`src/rtl/m16_pkg.sv`:
```
// Shared types and constants for the M_16 counter run controller.
package m16_pkg;

  // Default counter width.
  localparam int W_DEF = 16;

  // Width of the counter's parallel-load data bus.
  localparam int D_W = 4;

  // Controller states.
  typedef enum logic [2:0] {
    S_IDLE  = 3'd0,
    S_CLEAR = 3'd1,
    S_LOAD  = 3'd2,
    S_RUN   = 3'd3,
    S_DONE  = 3'd4
  } state_t;

  // Registered counter controls; enable is kept out because it is combinational.
  typedef struct packed {
    logic           clr;
    logic           pe;
    logic           flag;
    logic [D_W-1:0] d;
  } cnt_ctrl_t;

  // Counter controls presented while the controller sits in state s.
  function automatic cnt_ctrl_t decode_ctrl(input state_t s, input logic up,
                                            input logic [D_W-1:0] d);
    cnt_ctrl_t c;
    c      = '0;
    c.clr  = (s == S_CLEAR);
    c.pe   = (s == S_LOAD);
    c.flag = (s != S_IDLE) ? up : 1'b0;
    c.d    = (s == S_LOAD) ? d : '0;
    return c;
  endfunction

endpackage

```
`src/rtl/sat_counter.sv`:
```
// W-bit up counter with synchronous clear and enable that sticks at all-ones.
module sat_counter #(
  parameter int W = 16
) (
  input  logic         clk,
  input  logic         rst_n,
  input  logic         clr,
  input  logic         en,
  output logic [W-1:0] count
);

  // Count enabled cycles; clear wins over enable, saturate instead of wrapping.
  always_ff @(posedge clk) begin
    // NOTE: reset is sampled on the clock edge only, so it lives inside the clocked branch.
    if (!rst_n || clr) begin
      count <= '0;
    end else if (en && (count != '1)) begin
      // NOTE: sequential state always uses non-blocking assignment so every flop sees pre-edge values.
      count <= count + W'(1);
    end
  end

endmodule

```
`src/rtl/m16_run_ctrl.sv`:
```
// Run sequencer for the M_16 cascaded counter: clear, optional load, count to target, report.
module m16_run_ctrl
  import m16_pkg::*;
#(
  parameter int W = W_DEF
) (
  input  logic           CP,
  input  logic           CLR,
  input  logic           start,
  input  logic           abort,
  input  logic           pause,
  input  logic           up,
  input  logic           load_en,
  input  logic [D_W-1:0] d_in,
  input  logic [W-1:0]   target,
  input  logic [W-1:0]   q_in,
  output logic           cnt_clr,
  output logic           cnt_pe,
  output logic           cnt_en,
  output logic           cnt_flag,
  output logic [D_W-1:0] cnt_d,
  output logic           busy,
  output logic           done,
  output logic [W-1:0]   run_cycles
);

  state_t         state;
  state_t         state_next;

  // Run parameters captured at start.
  logic           up_q;
  logic           load_en_q;
  logic [D_W-1:0] d_q;
  logic [W-1:0]   target_q;

  // Values the captured parameters take after this edge.
  logic           up_next;
  logic           load_en_next;
  logic [D_W-1:0] d_next;
  logic [W-1:0]   target_next;

  logic           latch_now;
  logic           at_target;
  cnt_ctrl_t      ctrl_q;

  // A start request only counts while idle; it also opens a new run_cycles window.
  assign latch_now = (state == S_IDLE) && start;
  assign at_target = (q_in == target_q);

  // Enable is combinational so the counter stops on the very cycle Q hits the target.
  assign cnt_en = (state == S_RUN) && !pause && !at_target;

  assign cnt_clr  = ctrl_q.clr;
  assign cnt_pe   = ctrl_q.pe;
  assign cnt_flag = ctrl_q.flag;
  assign cnt_d    = ctrl_q.d;

  // Capture-at-start mux for the run parameters.
  always_comb begin
    // NOTE: every always_comb output gets a default first so no path can infer a latch.
    up_next      = up_q;
    load_en_next = load_en_q;
    d_next       = d_q;
    target_next  = target_q;
    if (latch_now) begin
      up_next      = up;
      load_en_next = load_en;
      d_next       = d_in;
      target_next  = target;
    end
  end

  // Next-state logic; abort overrides every normal transition out of a busy state.
  always_comb begin
    state_next = state;
    unique case (state)
      S_IDLE:  if (start) state_next = S_CLEAR;
      S_CLEAR: state_next = load_en_q ? S_LOAD : S_RUN;
      S_LOAD:  state_next = S_RUN;
      S_RUN:   if (at_target) state_next = S_DONE;
      S_DONE:  state_next = S_IDLE;
      default: state_next = S_IDLE;
    endcase
    if (abort && (state != S_IDLE)) begin
      state_next = S_IDLE;
    end
  end

  // State, captured parameters and registered outputs, all decoded from the next state.
  always_ff @(posedge CP) begin
    if (!CLR) begin
      state     <= S_IDLE;
      up_q      <= 1'b0;
      load_en_q <= 1'b0;
      d_q       <= '0;
      target_q  <= '0;
      ctrl_q    <= '0;
      busy      <= 1'b0;
      done      <= 1'b0;
    end else begin
      state     <= state_next;
      up_q      <= up_next;
      load_en_q <= load_en_next;
      d_q       <= d_next;
      target_q  <= target_next;
      ctrl_q    <= decode_ctrl(state_next, up_next, d_next);
      busy      <= (state_next != S_IDLE);
      done      <= (state_next == S_DONE);
    end
  end

  // Enabled-cycle counter for the current or most recent run.
  sat_counter #(
    .W (W)
  ) u_run_cycles (
    .clk   (CP),
    .rst_n (CLR),
    .clr   (latch_now),
    .en    (cnt_en),
    .count (run_cycles)
  );

endmodule

```
`config.mk`:
```
export PLATFORM = sky130hd
export DESIGN_NAME = m16_run_ctrl
export DESIGN_NICKNAME = d
export VERILOG_FILES = /design/src/rtl/m16_pkg.sv /design/src/rtl/sat_counter.sv /design/src/rtl/m16_run_ctrl.sv
export SDC_FILE = /design/constraint.sdc
export NUM_CORES = 1
export LEC_CHECK = 0
export CAP_MARGIN = 20
export CORE_MARGIN = 5
export CORE_UTILIZATION = 50
export DETAILED_ROUTE_END_ITERATION = 8
export HOLD_SLACK_MARGIN = 0.08
export PLACE_DENSITY_LB_ADDON = 0.05
export SYNTH_ARGS = -nofsm -noshare
export SYNTH_HDL_FRONTEND = slang
export SYNTH_SLANG_ARGS = --single-unit
```
`constraint.sdc`:
```
create_clock -name CP -period 4.8 [get_ports CP]
set_input_delay 0.96 -clock CP [delete_from_list [all_inputs] [get_ports CP]]
set_output_delay 0.96 -clock CP [all_outputs]
set_load 0.05 [all_outputs]
```
Word-level counts from Yosys, hierarchy flattened
Cells that the tools add are included.
Word-level totals
  bits in registers: 50
  output and inout bits: 26
  word-level logic and storage cells: 42
Cells by class
  add/subtract/negate cells: 1
  equal/unequal tests: 8
  muxes and demuxes: 7
  reductions and logical operators: 14
Operator list (number)
  $add 16x1->16 const B: 1
  $eq 16x16->1: 1
  $ne 16x16->1 const B: 1
  $pmux 3 s4: 1
  $eq 3x2->1 const B: 3
  $mux 3: 3
  $eq 3x1->1 const B: 2
  $reduce_bool 3->1: 2
  $logic_and 1x1->1: 5
  $mux 4: 1
  $reduce_and 2->1: 2
  $eq 3x3->1 const B: 1
  $logic_not 1->1: 3
  $logic_not 3->1: 1
  $mux 1: 2
  $logic_or 1x1->1: 1

Longest topological paths before layout
  depth in word-level cells: 6
  mapped depth: 7
  depth with buffers taken out: 6

By module
From an unflattened synthesis, not the netlist that was laid out.
Unflattened totals
  cells, all modules: 249
  area total of the unflattened synthesis: 2327.2 µm²
By module, submodules not included
  m16_run_ctrl: times used 1, cells each 155, area each 1465.2 µm², seq. area each 680.7 µm²
  sat_counter: times used 1, cells each 94, area each 862.1 µm², seq. area each 320.3 µm²

Least setup slack after synthesis
Ideal clock, no wire load.
  path type: input to output
  from: input port q_in[3]
  to: output port cnt_en
  arrival time: 2.215 ns
  data required time: 3.840 ns
  path slack: 1.625 ns
  stages: 6
  buffers on the path: 2
  cells stage by stage: xnor2_1 -> nand4_1 -> nor4_4 -> buf_6 -> buf_4 -> nor2_1
On the way
  longest elaborated chain between the ends: 3
Ends and longest elaborated chain
  start, declared: RTL line m16_run_ctrl.sv:16  | input logic [W-1:0] q_in,
  $eq 16x16->1: RTL line m16_run_ctrl.sv:48  | assign at_target = (q_in == target_q);
  $logic_not 1->1: RTL line m16_run_ctrl.sv:51  | assign cnt_en = (state == S_RUN) && !pause && !at_target;
  $logic_and 1x1->1: RTL line m16_run_ctrl.sv:51
  end, declared: RTL line m16_run_ctrl.sv:19  | output logic cnt_en,
No other way between the ends.

Final worst setup path
  from: input port q_in[15]
  to: output port cnt_en
Same word-level chain as after synthesis.

==> key figures <==
Outcome
  • Status: finished, final reports clean

Setup path
  • Critical Path RT: 3.84 ns
  • CP max FO: 2
  • Worst path max stage delay: 0.47 ns
  • CP max stage cell: clkdlybuf4s50_1
  • Setup CP Type: in -> out
  • CP delay by family, top: buffers and inverters
  • Worst EP arrival: 2.38 ns
  • R2R Setup Slk: 2.78 ns
  • Worst setup SP type: primary input
  • CP endpoint kind: primary output
  • Buf/Inv on CP: 2
  • CP cell instances: clkdlybuf4s50_1 -> xnor2_1 -> nand4_1 -> nor4_4 -> nor2_1 -> buf_4

Floorplan
  • Die area: 6100 um^2
  • Die Width: 78.1 um
  • Initial core utilization: 52.5%
  • Rows: 24
  • Die Y-Extent: 78.1 um
  • Core area: 4410 um^2
  • Num ports: 69

Clock tree
  • Post-CTS setup buffer count: 0
  • CTS Buffer Depth: 2
  • CTS tree: done
  • Root Driver: clkbuf_8
  • Clk Latency, worst-skew pair: 0.29 ns
  • CTS Sinks: 50
  • Htree depth: 2
  • Post-CTS Resized: 0
  • Hold_buf cts: 0
  • Reg clk slew, reported paths: 0.10 ns
  • CTS buffer count: 5

Global route
  • Antenna violations before repair: 0
  • Gr ovfl total: 0
  • Pin count of the biggest net entering global routing: 33
  • Number of global-route vias before repair: 1952
  • First-pass GRT wire length: 9210 um
  • Total global-route track usage: 18.2%

Synth
  • Post-synth top area share: 43.2%
  • Synth async-reset ratio: 0%
  • Synthesized instance count: 267
  • Post-Syn Area: 2320 um^2
  • Leading post-synthesis cells by cell area: dfxtp_1, nand2_1, a21oi_1
  • Most used DFF post-synth: dfxtp_1
  • Cell accounting for the most synthesized area: dfxtp_1
  • Synth Register Bits: 50
  • Syn Nets: 311
  • Yosys warns: 0
  • Number of synthesized flops with an enable pin: 0
  • Mean Syn Cell Area: 8.68 um^2
  • Seq/Total Area, Yosys: 43.2%
  • Synth unique cells: 45

Timing
  • Tcrit/Tclk final: 69.6%
  • RSZ-0062 raised after global routing: false
  • Setup TNS: 0 ns
  • Final hold viol count: 0
  • # setup viols final: 0
  • Clock Skews: 0.00941 ns
  • Slew @ Worst Pin: 0.836 ns
  • Headroom to the max-slew limit: 44.2%
  • F_max: 299 MHz
  • Minimum clock period: 3.34 ns
  • Slew Limit Fails: 0

Routing
  • Pre-antenna DRT Iters: 4
  • Number of remaining DRC errors: 0
  • Vias per std cell: 5.46
  • 1st-iter DRT viols: 99
  • Antenna Violating Nets Remaining: 0
  • Total wire length: 5450 um
  • Routed vias: 2095
  • Drt wl/cell: 14.2 um

Layout
  • Most frequent cells in the layout: clkdlybuf4s50_1, nand2_1, dfxtp_1
  • Post-route insts no fill: 384
  • Commonest non-fill, non-tap cell in the layout: clkdlybuf4s50_1
  • Area Growth Syn to Fin: 32.3%
  • Diodes inserted: 0
  • Share of post-route cells with drive strength above 1: 6.33%
  • Nets: 375
  • Fin area: 3070 um^2

Pwr
  • Internal power: 0.000594 W
  • P per Cell Area: 260 nW/um^2
  • Psw: 0.000203 W
  • Sequential power share: 55.1%
  • Static Leakage: 1.03 nW
  • Comb pwr share: 13.8%
  • Max VDD drop: 0.000201 V
  • Clock share of power: 31.1%
  • Sw frac: 25.5%

Job
  • Max-cap violations: 0

Place
  • Cells after DPL: 376
  • I/O Buffers: 68
  • Cell area after placement: 2970 um^2
  • Placer Congestion: 0.821
  • DP Wirelength: 3960 um

Min path
  • Min-delay worst type: reg -> reg
[power by group through the flow]
| stage | combinational, W | sequential (W) | clock (W) |
|---|---|---|---|
| final | 0.000110 | 0.000439 | 0.000248 |
| after global routing | 0.000122 | 0.000441 | 0.000279 |
| after CTS | 0.000111 | 0.000439 | 0.000259 |
| after detailed placement | 0.000110 | 0.000449 | 0 |
| after global placement | 0.000109 | 0.000448 | 0 |
| after floorplan | 0.0000595 | 0.000453 | 0 |
[logic make-up (layout without fill, tap and decap cells)]
| family | count (synthesis) | after routing | share of synthesized area, % |
|---|---|---|---|
| multiplexers | 2 | 2 | 0.864 |
| buffers and inverters | 16 | 81 | 4.91 |
| AND/OR/NAND/NOR | 120 | 120 | 28.0 |
| XOR/XNOR | 16 | 16 | 6.05 |
| adder cells (fa/ha/maj) | 1 | 1 | 0.540 |
| flip-flops | 50 | 50 | 43.2 |
| AO/OA/AOI/OAI | 62 | 62 | 16.4 |
[stage by stage]
step	hold slack, ns	setup WS, ns	total power, W	util, %
2_1_floorplan	0.434	1.62	0.000513	-
3_3_place_gp	0.440	1.47	0.000558	67.3
3_5_place_dp	0.447	1.46	0.000559	67.3
4_1_cts	0.462	1.45	0.000810	69.5
5_1_grt	0.493	1.39	0.000843	69.5
6_report	0.460	1.46	0.000797	69.5
[flip-flops by register name (all words and copies together) (netlist names)]
name,cells
busy,1
cnt_clr,1
cnt_d,4
cnt_flag,1
cnt_pe,1
d_q,4
done,1
load_en_q,1
state,3
target_q,16
u_run_cycles.count,16
up_q,1
[metal layers]
metal  GRT usage (%)  wire length [um]  part of all wire (%)
met5               0                 0                     0
met4            5.57                63                   1.2
met3            4.81               380                   7.0
met2            27.7              2470                    45
met1            25.1              2530                    46
[synth_stat cells, drive strengths merged, types with 2 or more instances]
library cell  count
and2              5
nand2            52
nor2             10
and3              6
nand4             7
nand2b            3
nand3             6
xnor2            16
dfxtp            50
mux2i             2
nor4              4
o21a              3
or4               5
o2111ai           3
or3              10
o21ai             9
clkbuf            3
nor2b             3
inv               3
buf              10
nor3              4
o31ai             6
o211ai            3
a21oi            35
[worst register-to-register path, cell delays in order, from the launching register on]
cell and delay (ns):
dfxtp_1 0.38, or3b_1 0.48, nor2_2 0.43, buf_4 0.29, nor2_1 0.13, nand2_1 0.13
mux2i_1 0.07
[cell type report]
| cell class | count | area [um^2] |
|---|---|---|
| clock inverters | 3 | 25.0 |
| repair buffers | 70 | 693 |
| well taps | 52 | 65.1 |
| flip-flops and latches | 50 | 1000 |
| clock buffers | 5 | 68.8 |
| fillers | 390 | 1350 |
| multi-input cells | 201 | 1200 |
| inverters | 3 | 11.3 |
[path summary, 6_finish.rpt]
| path | depth (start not counted) | from | end |
|---|---|---|---|
| min | 2 | d_q[2] | d_q[2] |
| min reg2reg | 2 | d_q[2] | d_q[2] |
| max reg2reg | 6 | state[1] | u_run_cycles.count[8] |
| max | 6 | q_in[15] | cnt_en |
Power figures use the tool's default switching activity.
==> variant, RTL diff (same flow settings) <==
Register the input `target` before use, without a reset. The logic sees it one clock later. The other inputs are not delayed to match. Comments in the files are not updated.
--- a/src/rtl/m16_run_ctrl.sv
+++ b/src/rtl/m16_run_ctrl.sv
@@ -23,6 +23,12 @@
   output logic           done,
   output logic [W-1:0]   run_cycles
 );
+
+  logic [W-1:0] target_r;
+
+  always_ff @(posedge CP) begin
+    target_r <= target;
+  end
 
   state_t         state;
   state_t         state_next;
@@ -66,7 +72,7 @@
       up_next      = up;
       load_en_next = load_en;
       d_next       = d_in;
-      target_next  = target;
+      target_next  = target_r;
     end
   end
 
Check against the original RTL: not equivalent (a bounded check fails within 4 cycles, from zero or initial values).
==> variant against the unedited design <==
- wire length grew 5.7%
- non-clock buffer count grew 2
- cell area grew 17%
- register-to-register slack lost 0.15 ns
- synthesized area grew 15%
- setup slack lost 0.71 ns
- sequential cell count grew 16
- sequential power grew 34%
- first-iteration DRC count grew 1.0%
- total power grew 51%
- combinational power grew 20%
- global-route usage shrank 0.56 points
- worst hold slack lost 0.015 ns
==> variant: results (changes against the unedited design) <==
- The wire length of the first global-routing pass is 9.89 mm (+7.3%).
- The number of levels in the clock H-tree is 3 (+1).
- The static leakage power is 1.37 nW (+33%).
- The initial detailed-routing violation count was 100 (+1.0%).
- The placed cell count came to 411 (+9.3%).
- The clock-pin transition on the worst setup and hold timing paths is 0.07 ns (-0.03 ns).
- The post-synthesis cell count is 286 (+7.1%).
- The number of buffers created by CTS is 9 (+4).
- The flow ran to the end, and the final reports show no timing, DRC or antenna violations.
- The headroom to the max-slew limit is 0.403 (-0.0392).
- The largest vdd supply drop is 0.225 mV (+12%).
- Ranked by instance count, the synthesized netlist is headed by 66 x sky130_fd_sc_hd__dfxtp_1, 49 x sky130_fd_sc_hd__nand2_1, 19 x sky130_fd_sc_hd__a21boi_0.
- The total nets after synthesis came to 330 (+6.1%).
- The fraction of final layout cells with drive strength greater than 1 is 0.0784 (+0.0152).
- The placed cell area is 0.00336 sq mm (+13%).
- The pin count of the biggest net entering global routing was 29 (-12%).
- The global placer's final weighted congestion is 0.850 (+3.6%).
- The number of nets in the final layout came to 396 (+5.6%).
- The overall routed net length is 5.76 mm (+5.7%).
- The number of vias per cell is 5.35 (-2.0%).
- The post-synthesis sequential area ratio is 0.496 (+0.0640).
- By area the synthesized netlist is led by sky130_fd_sc_hd__dfxtp_1 50%, sky130_fd_sc_hd__nand2_1 6.9%, sky130_fd_sc_hd__a21boi_0 5.4%.
- The estimated wirelength of the detail-placed design is 4.13 mm (+4.3%).
- The data arrival time of the critical path is 3.09 ns (+0.71 ns).
- The clock latency at the later pin of the worst-skew pair was 0.34 ns (+0.05 ns).
- The total vias in the final route came to 2284 (+9.0%).
- The worst setup slack after placement was 0.744 ns (-0.715 ns).
- The number of distinct standard cells referenced by the synthesized netlist came to 40 (-11%).
- The internal power is 0.910 mW (+53%).
- The number of global-route vias before repair is 2225 (+14%).
- The overall track demand over capacity in global routing is 0.176 (-0.00556).
- The clock tree skew after final layout is 0.00522 ns (-0.00418 ns).
variant: final timing paths:
check                                                from                  endpoint  slack, ns
worst min register to register        target_r[2]$_DFF_P_  target_q[2]$_SDFFE_PN0P_       0.45
worst max register to register  target_q[15]$_SDFFE_PN0P_           done$_SDFF_PN0_       2.63
worst max-delay path                              q_in[6]                    cnt_en       0.75
worst min-delay path                  target_r[2]$_DFF_P_  target_q[2]$_SDFFE_PN0P_       0.45
variant: power by group through the flow:
stage	Sequential [mW]	Clock, mW	Combinational (mW)
6_report	0.588	0.486	0.132
5_1_grt	0.591	0.523	0.147
4_1_cts	0.588	0.498	0.134
3_5_place_dp	0.600	0	0.133
3_3_place_gp	0.599	0	0.132
2_1_floorplan	0.608	0	0.0661
variant: critical path: stages:
cell and delay [ns]:
sky130_fd_sc_hd__clkdlybuf4s50_1 0.44, sky130_fd_sc_hd__xor2_1 0.16, sky130_fd_sc_hd__nor4_1 0.43, sky130_fd_sc_hd__and4_1 0.34, sky130_fd_sc_hd__nor2_1 0.06, sky130_fd_sc_hd__clkdlybuf4s50_1 0.70
variant: metal layers:
metal	wire (um)	up-vias	GRT usage
li1	-	1151	-
met1	2470	1051	0.199
met2	2810	72	0.297
met3	397	10	0.0634
met4	86	0	0.0788
met5	0	-	0
variant: cell families (layout without fill, tap and decap cells):
group                      count (synthesis)  after routing  synth area share
AOI/OAI and AO/OA                         52             52             0.130
buffers and inverters                     18             89            0.0380
muxes                                      5              5            0.0188
DFF                                       66             66             0.496
and+or+nand+nor                          128            128             0.260
adders and majority gates                  1              1           0.00470
xor gates and xnor gates                  16             16            0.0526
variant: final cells by class:
type                    instances  area, sq um
flip-flops and latches         66         1320
inverters                       1         3.75
well taps                      70         87.6
multi-input cells             202         1240
repair buffers                 72          711
clock inverters                 5         61.3
fillers                       440         1560
clock buffers                  11          151
